<file path="config.mk">
export PLATFORM = sky130hd
export DESIGN_NAME = score_counter
export DESIGN_NICKNAME = d
export VERILOG_FILES = /design/src/rtl/score_counter.sv
export SDC_FILE = /design/constraint.sdc
export NUM_CORES = 1
export LEC_CHECK = 0
export ABC_AREA = 0
export CORE_MARGIN = 3
export CORE_UTILIZATION = 46
export DETAILED_ROUTE_END_ITERATION = 6
export HOLD_SLACK_MARGIN = 0.06
export PLACE_DENSITY = 0.73
export SYNTH_ARGS = -nofsm -noshare
export SYNTH_HDL_FRONTEND = slang
export SYNTH_SLANG_ARGS = --single-unit
</file>
<file path="constraint.sdc">
create_clock -name clk -period 4.7 [get_ports clk]
set_clock_uncertainty 0.05 [all_clocks]
set_input_delay 0.94 -clock clk [delete_from_list [all_inputs] [get_ports clk]]
set_output_delay 0.94 -clock clk [all_outputs]
set_load 0.01 [all_outputs]
</file>
<file path="src/rtl/score_counter.sv">
// score_counter: rhythm-game scorekeeper with combo doubling, saturating score and a play/pause/over FSM.
module score_counter #(
  parameter int PERFECT_PTS = 3,
  parameter int GOOD_PTS    = 1,
  parameter int COMBO_THR   = 10,
  parameter int MAX_SCORE   = 4095
) (
  input  logic        clk,
  input  logic        rst_n,
  input  logic        start,
  input  logic        pause,
  input  logic        song_end,
  input  logic        hit_valid,
  input  logic [1:0]  hit_grade,
  output logic [11:0] score,
  output logic [7:0]  combo,
  output logic [7:0]  max_combo,
  output logic [1:0]  state
);
  typedef enum logic [1:0] {IDLE, PLAY, PAUSE, OVER} state_t;
  state_t cur, nxt;
  logic        restart, hit, miss, dbl;
  logic [7:0]  combo_inc;
  logic [12:0] base, pts, sum;
  logic [11:0] score_inc;
  always_comb begin
    nxt = (cur == IDLE || cur == OVER) ? (start ? PLAY : cur) :
          (cur == PLAY) ? (song_end ? OVER : pause ? PAUSE : PLAY) :
          (pause ? PLAY : PAUSE);
    restart   = start && (cur == IDLE || cur == OVER);
    hit       = hit_valid && cur == PLAY && (hit_grade == 2'b01 || hit_grade == 2'b10);
    miss      = hit_valid && cur == PLAY && hit_grade == 2'b00;
    combo_inc = (combo == 8'hff) ? combo : combo + 8'd1;
    dbl       = 32'(combo_inc) >= 32'(COMBO_THR);
    base      = hit_grade[1] ? 13'(PERFECT_PTS) : 13'(GOOD_PTS);
    pts       = dbl ? base << 1 : base;
    // 13-bit sum so the ceiling compare never sees a wrapped value
    sum       = {1'b0, score} + pts;
    score_inc = (sum > 13'(MAX_SCORE)) ? 12'(MAX_SCORE) : sum[11:0];
  end
  always_ff @(posedge clk or negedge rst_n) begin
    if (!rst_n) begin
      cur       <= IDLE;
      score     <= '0;
      combo     <= '0;
      max_combo <= '0;
    end else begin
      cur <= nxt;
      if (restart) begin
        score     <= '0;
        combo     <= '0;
        max_combo <= '0;
      end else if (hit) begin
        score     <= score_inc;
        combo     <= combo_inc;
        max_combo <= (combo_inc > max_combo) ? combo_inc : max_combo;
      end else if (miss) begin
        combo <= '0;
      end
    end
  end
  assign state = cur;
endmodule

</file>
Word level (Yosys, flattened, before mapping) --
Index checks and enable logic that the tools add are counted.
Word-level totals: flip-flop bits (word level) 30, input port bits 8, output and inout bits 30, logic and storage cells 45
Cells by class: add/sub/neg operators 2, order comparisons 3, equal/unequal tests 6, multiplexer cells 18, reduce and logical (&&, ||, !) cells 12
Operators with widths (number):
- $mux 8 | 7
- $mux 12 | 3
- $mux 2 | 7
- $add 12x3->13 | 1
- $gt 13x12->1 const B | 1
- $add 8x1->8 const B | 1
- $eq 8x8->1 const B | 1
- $ge 8x4->1 const B | 1
- $gt 8x8->1 | 1
- $eq 2x1->1 const B | 2
- $eq 2x2->1 const B | 2
- $logic_and 1x1->1 | 4
- $logic_not 2->1 | 2
- $reduce_bool 2->1 | 2
- $mux 3 | 1
- $reduce_bool 3->1 | 1
- $logic_or 1x1->1 | 2
- $ne 2x2->1 const B | 1
- $reduce_and 2->1 | 1

Depth between registers and ports, before layout --
Gate-level depths: netlist of the first run.
word-level depth 9, depth in mapped cells 16, gate-level depth less buffers 15

Worst setup path after synthesis of the first run --
OpenSTA, ideal clock, no wires.
path type register -> register, start point register combo[0], end point register score[5], library setup time 0.119 ns, arrival time 3.360 ns, required time 4.531 ns, path slack 1.171 ns, cell stages (with the launch flop) 17, cell sequence dfrtp_1 > ha_1 > nand4_1 > or2_1 > a21oi_1 > nor2_1 > o221ai_1 > inv_1 > ha_1 > fa_1 > a21o_1 > nand4_1 > or3_1 > clkbuf_1 > o21ai_0 > a21oi_1 > nor2_1
Between the ends: longest elaborated chain between the ends 9
RTL lines:
- from (decl) | line 16 | output logic [7:0] combo,
- from (signal assigned) | line 55 | combo <= combo_inc;
- $add 8x1->8 / $eq 8x8->1 (equally long branches) | line 33 | combo_inc = (combo == 8'hff) ? combo : combo + 8'd1;
- $mux 8 (*) | line 33
- $ge 8x4->1 (*) | line 34 | dbl = 32'(combo_inc) >= 32'(COMBO_THR);
- $mux 3 (*) | line 36 | pts = dbl ? base << 1 : base;
- $add 12x3->13 (*) | line 38 | sum = {1'b0, score} + pts;
- $gt 13x12->1 | line 39 | score_inc = (sum > 13'(MAX_SCORE)) ? 12'(MAX_SCORE) : sum[11:0];
- $mux 12 (*) | line 39
- $mux 12 (*) | line 53 | end else if (hit) begin
- $mux 12 (*) | line 49 | if (restart) begin
- to (signal assigned) | line 54 | score <= score_inc;
- to (decl) | line 15 | output logic [11:0] score,
Mark *: on every way between the ends. The rest lies on a longest branch, timed or not. The select of a mux whose other input is x is not followed. A chain may end at the register's enable or synchronous reset.

Worst setup path in the final report of the first run --
start point register combo[0], end point register score[7]
The elaborated chain is that of the path after synthesis.

==> results of run 1 <==
-- where the power goes --
part | switching [mW] | internal, mW
registers | 0.0354 | 0.293
logic | 0.227 | 0.189
clock network | 0.0969 | 0.102
total | 0.359 | 0.584
-- sequential cells by signal (all words and copies together), names as in the netlist --
name / count
score: 12
combo: 8
max_combo: 8
state: 2
-- final timing paths --
| check | from | endpoint | slack [ns] | cells past startpoint |
|---|---|---|---|---|
| min in group asynchronous | rst_n | max_combo[3] | 1.00 | 2 |
| worst min register to register | max_combo[1] | max_combo[1] | 0.50 | 2 |
| worst max-delay path | combo[0] | score[7] | 0.82 | 14 |
| worst min-delay path | max_combo[1] | max_combo[1] | 0.50 | 2 |
| worst max register to register | combo[0] | score[7] | 0.82 | 14 |
| max in group asynchronous | rst_n | score[1] | 3.31 | 2 |
-- cell families after synthesis --
| group | Yosys count | share of synthesized area |
|---|---|---|
| simple gates | 79 | 0.205 |
| xor+xnor | 3 | 0.0134 |
| flops | 30 | 0.384 |
| mux | 11 | 0.0608 |
| buf+inv | 20 | 0.0390 |
| fa+ha+maj | 14 | 0.0934 |
| compound gates | 57 | 0.204 |
-- per-stage QoR --
stage	hold slack [ns]	setup slack [ns]	utilization	total power [mW]	instance area (um2)
finish	0.500	0.822	0.603	0.943	2440
global route	0.519	0.463	0.603	1.02	2440
CTS	0.505	0.854	0.603	0.957	2440
detailed placement	0.487	0.867	0.584	0.754	2370
global placement	0.480	1.02	0.584	0.741	2370
floorplan	0.493	1.17	-	0.607	1960
-- per-layer routing --
layer  global-route usage  vias to the layer above  part of all wire
met3               0.0526                        8             0.040
met2                0.312                       30              0.48
li1                     -                      855                 -
met4               0.0814                        0             0.017
met5                    0                        -                 0
met1                0.249                      829              0.47
-- worst reg2reg max path: cells and delay by family (launching register included) --
family	cells	cell delay (ns)
AOI/OAI and AO/OA	4	1.00
adders and majority gates	3	0.90
buffers and inverters	1	0.08
DFF	1	0.45
and+or+nand+nor	6	1.30
-- cells in the final DEF (no fill, tap or decap), types with 2 or more instances in the layout --
cell,instances
clkdlybuf4s50_1,37
dfrtp_1,30
nand2_1,25
nor2_1,17
a21oi_1,13
inv_1,13
ha_1,13
o21ai_0,12
a31oi_1,9
nand3_1,7
mux2i_1,7
nand4_1,5
a22o_1,5
clkbuf_8,5
and3_1,4
and2_1,4
mux2_2,3
xnor2_1,3
a21o_1,3
o21a_1,2
nor3_1,2
nand2b_1,2
a211oi_1,2
clkbuf_1,2
-- final cells by class --
class | instances | area (um2)
multi-input combinational | 164 | 1130
fill | 364 | 1610
tap | 50 | 62.6
sequential | 30 | 751
inverter | 13 | 48.8
clock buffer | 7 | 76.3
timing repair buffer | 38 | 378
==> flow_metrics.py, run 1 <==
metrics = {
    "critical_path": {
        "cp_max_fo": 12,
        "required_ns": 4.83,
        "critical-path-slowest-cell": "dfrtp_1",
        "crit_type": "reg -> reg",
        "slowest_delay_ns": 0.45,
        "crit_arrival_ns": 4.01,
        "crit_buf_inv": 1,
        "cp-end-kind": "flop",
        "cp_top_family": "simple AND/OR/NAND/NOR gates",
        "crit_path_cell_trace": "ha_1, nand4_1, or2_1, a21oi_1, nor2_1, o221ai_1, inv_1, ha_1, fa_1, a21o_1, nand4_1, or3_1, nand3_1, o221a_2",
        "start_kind": "flop",
    },
    "placed_design": {
        "place_congestion": 0.901,
        "portBuffers": 37,
        "dp_cells": 295,
        "hpwl_um": 3230,
    },
    "power": {
        "ir_worst_vdd_uv": 287,
        "p_leak_nw": 1.02,
        "p_per_area_nw_per_um2": 386,
    },
    "detailed_routing": {
        "wl_um": 4480,
        "drc": 0,
        "drtPass1Iterations": 4,
        "wl_per_cell_um": 14.8,
        "viasPerCell": 5.70,
        "num_vias": 1722,
        "drtAntennaViolNets": 0,
        "drt_iter0_markers": 94,
    },
    "synth": {
        "synth_common_cells": "dfrtp_1 (30), nand2_1 (25), nor2_1 (17)",
        "ys_types": 49,
        "avgSynthCellArea_um2": 9.14,
        "synth_area_leaders": "dfrtp_1 (38%), ha_1 (8.3%), nand2_1 (4.8%)",
        "yosys_warnings": 0,
        "ys_seq_area_frac": 0.384,
        "syn-num-nets": 236,
        "synth_top_area_frac": 0.384,
        "yosysTopAreaCell": "dfrtp_1",
        "synthFlopType": "dfrtp_1",
        "synth_most_common_cell": "dfrtp_1",
        "syn_inst": 214,
        "synth_seq_cells": 30,
        "synth_area_um2": 1960,
        "synth_edf_count": 0,
        "async_reset_ff_frac": 1.00,
    },
    "clocking": {
        "cts-root-buf": "clkbuf_8",
        "tritoncts.num_buffers": 5,
        "cts_setup_buffers": 0,
        "cts_tree": "done",
        "clockBufferDepth": 2,
        "clkTransAtPathRegs_ns": 0.07,
        "cts_resized": 0,
        "clkLatencyLatePin_ns": 0.29,
        "cts.sink_count": 30,
        "hold_buffers": 0,
        "h-tree-depth": 2,
    },
    "grt": {
        "grt_overflow": 0,
        "grt_pass1_wl_um": 7910,
        "grt_antenna_before_repair": 0,
        "grt_max_degree": 31,
        "grt_pass1_vias": 1730,
        "grt.total_usage": 0.195,
    },
    "timing": {
        "rsz0062_at_grt": "no",
        "maxSlewHeadroom": 0.479,
        "period_needed_ns": 3.88,
        "hold_viol_final": 0,
        "setup_viol": 0,
        "slew_violations": 0,
        "max_freq_mhz": 258,
        "worstMarginPinSlew_ns": 0.778,
        "fin_crit_sh": 0.825,
        "finalSetupTns_ns": 0,
    },
    "final_layout": {
        "antenna_cells": 0,
        "final_cells": 302,
        "area_growth_pct": 25.0,
        "drive_gt1_frac": 0.0794,
        "final_nets": 274,
    },
    "floorplan": {
        "rows": 23,
        "ios": 38,
        "die_h_um": 71.2,
        "initial_core_util": 0.482,
        "core_area_um2": 4060,
        "die_w_um": 71.2,
        "die_area_um2": 5070,
    },
    "hold_path": {
        "hold_class": "reg -> reg",
    },
    "job": {
        "maxCapViolations": 0,
    },
    "outcome": {
        "status": "finished, final reports clean",
    },
}
Power figures use the tool's default switching activity.
==> run 2: changes to the inputs <==
- clock period: 4.7 -> 3.79 ns (I/O delays scaled with it)
==> flow_metrics.py, run 2 (synthesis results as in run 1) <==
metrics = {
    "outcome": {
        "status": "finished, final reports clean",
    },
    "final_layout": {
        "top_regs": "score: 12 flops, combo: 8 flops, max_combo: 8 flops",
        "largest-register": "score",
        "area_growth_pct": 28.8,
        "final_nets": 278,
        "layout_common_cells": "clkdlybuf4s50_1 (37), dfrtp_1 (30), nand2_1 (25), nor2_1 (16)",
        "final_common_cell": "clkdlybuf4s50_1",
        "final_cells": 307,
        "antenna_cells": 0,
        "drive_gt1_frac": 0.117,
        "largest_reg_flops": 12,
    },
    "timing": {
        "fin_crit_sh": 0.935,
        "maxSlewHeadroom": 0.503,
        "max_freq_mhz": 282,
        "setup_slack_ns": 0.246,
        "worstMarginPinSlew_ns": 0.742,
        "hold_viol_final": 0,
        "period_needed_ns": 3.54,
        "setup_viol": 0,
        "slew_violations": 0,
    },
    "detailed_routing": {
        "drc": 0,
        "drtAntennaViolNets": 0,
        "wl_per_cell_um": 14.5,
        "wl_um": 4470,
        "num_vias": 1720,
        "viasPerCell": 5.60,
        "drt_iter0_markers": 125,
        "drtPass1Iterations": 4,
    },
    "power": {
        "intPower_mw": 0.790,
        "p_clk_frac": 0.242,
        "ir_worst_vdd_uv": 308,
        "p_per_area_nw_per_um2": 490,
        "p_seq_frac": 0.329,
        "switching_share": 0.360,
        "power_frac_comb": 0.429,
        "p_leak_nw": 1.05,
        "power_switching_mw": 0.444,
    },
    "critical_path": {
        "cp_top_family": "simple AND/OR/NAND/NOR gates",
        "critPathCapture": "score[9]",
        "worst-path-stages": 13,
        "cp-end-kind": "flop",
        "slowest_delay_ns": 0.46,
        "start_kind": "flop",
        "r2r_cells": 13,
        "required_ns": 3.91,
        "regToRegEndpoint": "score[9]",
        "reg2reg_from": "combo[1]",
        "crit_type": "reg -> reg",
        "r2r_slack_ns": 0.25,
        "critical-path-slowest-cell": "nor3b_1",
        "startpoint": "combo[1]",
        "crit_path_cell_trace": "ha_2, nand4_1, nor2_2, mux2_2, nor2_1, o221ai_1, nand2b_1, ha_1, a21o_1, a21oi_1, nor3b_1, nand3_1, o221a_1",
        "crit_arrival_ns": 3.66,
        "crit_buf_inv": 0,
        "cp_max_fo": 6,
    },
    "floorplan": {
        "die_h_um": 71.2,
        "initial_core_util": 0.482,
        "die_area_um2": 5070,
        "core_area_um2": 4060,
        "rows": 23,
        "die_w_um": 71.2,
        "ios": 38,
    },
    "clocking": {
        "cts-root-buf": "clkbuf_8",
        "clkTransAtPathRegs_ns": 0.06,
        "tritoncts.num_buffers": 5,
        "h-tree-depth": 2,
        "clkLatencyLatePin_ns": 0.28,
        "cts.sink_count": 30,
        "clockBufferDepth": 2,
        "cts_tree": "done",
    },
    "job": {
        "maxCapViolations": 0,
    },
    "placed_design": {
        "place_congestion": 0.883,
        "dp_slack_ns": 0.108,
        "portBuffers": 37,
        "dp_cells": 298,
        "hpwl_um": 3210,
    },
    "grt": {
        "grt_pass1_vias": 1691,
        "grt.total_usage": 0.192,
        "grt_pass1_wl_um": 7820,
        "grt_max_degree": 31,
        "grt_overflow": 0,
        "grt_antenna_before_repair": 0,
    },
    "hold_path": {
        "hold_class": "reg -> reg",
    },
}
run 2: cell types whose count changed in the layout (fill, tap and decap cells not counted), sizes merged:
cell,delta
clkbuf,+1
buf,+4
run 2: per-layer routing:
metal,vias up,track usage,part of all wire
met5,-,0,0
met4,0,0.0647,0.0083
met3,4,0.0426,0.042
met2,49,0.313,0.50
met1,806,0.251,0.45
li1,861,-,-
run 2: worst register-to-register path: stages, from the launching register on:
cell and delay [ns]:
dfrtp_1 0.41, ha_2 0.26, nand4_1 0.21, nor2_2 0.19
mux2_2 0.38, nor2_1 0.09, o221ai_1 0.14, nand2b_1 0.23
ha_1 0.31, a21o_1 0.10, a21oi_1 0.10, nor3b_1 0.46
nand3_1 0.21, o221a_1 0.28
run 2: how the worst min path moves through the flow:
stage / from / end / slack [ns] / cells past startpoint
2_1_floorplan: rst_n / combo[0] / 0.41 / 0
3_3_place_gp: max_combo[4] / max_combo[4] / 0.48 / 2
3_5_place_dp: score[4] / score[4] / 0.48 / 1
4_1_cts: max_combo[4] / max_combo[4] / 0.50 / 2
5_1_grt: max_combo[1] / max_combo[1] / 0.52 / 2
6_report: max_combo[4] / max_combo[4] / 0.49 / 2
run 2: layout make-up:
| class | count | area (um2) |
|---|---|---|
| flip-flops and latches | 30 | 751 |
| fillers | 354 | 1540 |
| inverters | 13 | 48.8 |
| well taps | 50 | 62.6 |
| repair buffers | 42 | 408 |
| multi-input cells | 164 | 1140 |
| clock buffers | 8 | 110 |
run 2: power groups by stage:
| stage | sequential [mW] | clock (mW) | combinational (mW) |
|---|---|---|---|
| 2_1_floorplan | 0.425 | 0 | 0.328 |
| 3_3_place_gp | 0.411 | 0 | 0.521 |
| 3_5_place_dp | 0.411 | 0 | 0.529 |
| 4_1_cts | 0.406 | 0.307 | 0.534 |
| 5_1_grt | 0.414 | 0.320 | 0.601 |
| 6_report | 0.406 | 0.299 | 0.530 |
run 2: per-stage QoR:
step           setup TNS [ns]   util  instance area, um2  power, mW  hold slack [ns]
2_1_floorplan               0      -                1960      0.753            0.412
3_3_place_gp                0  0.589                2390      0.932            0.483
3_5_place_dp                0  0.589                2390      0.940            0.482
4_1_cts                     0  0.616                2500       1.25            0.500
5_1_grt              -0.00822  0.621                2520       1.33            0.525
6_report                    0  0.621                2520       1.23            0.495
run 2: repair_timing:
action,4_1_cts,5_1_grt
hold buffers,0,0
resized for setup,0,3
buffers inserted,0,1
setup endpoints to repair,0,5
==> run 3: changes to the inputs <==
- HOLD_SLACK_MARGIN: 0.06 -> default
==> results of run 3 <==
The final DEF is identical to that of run 2; final timing and power are the same.
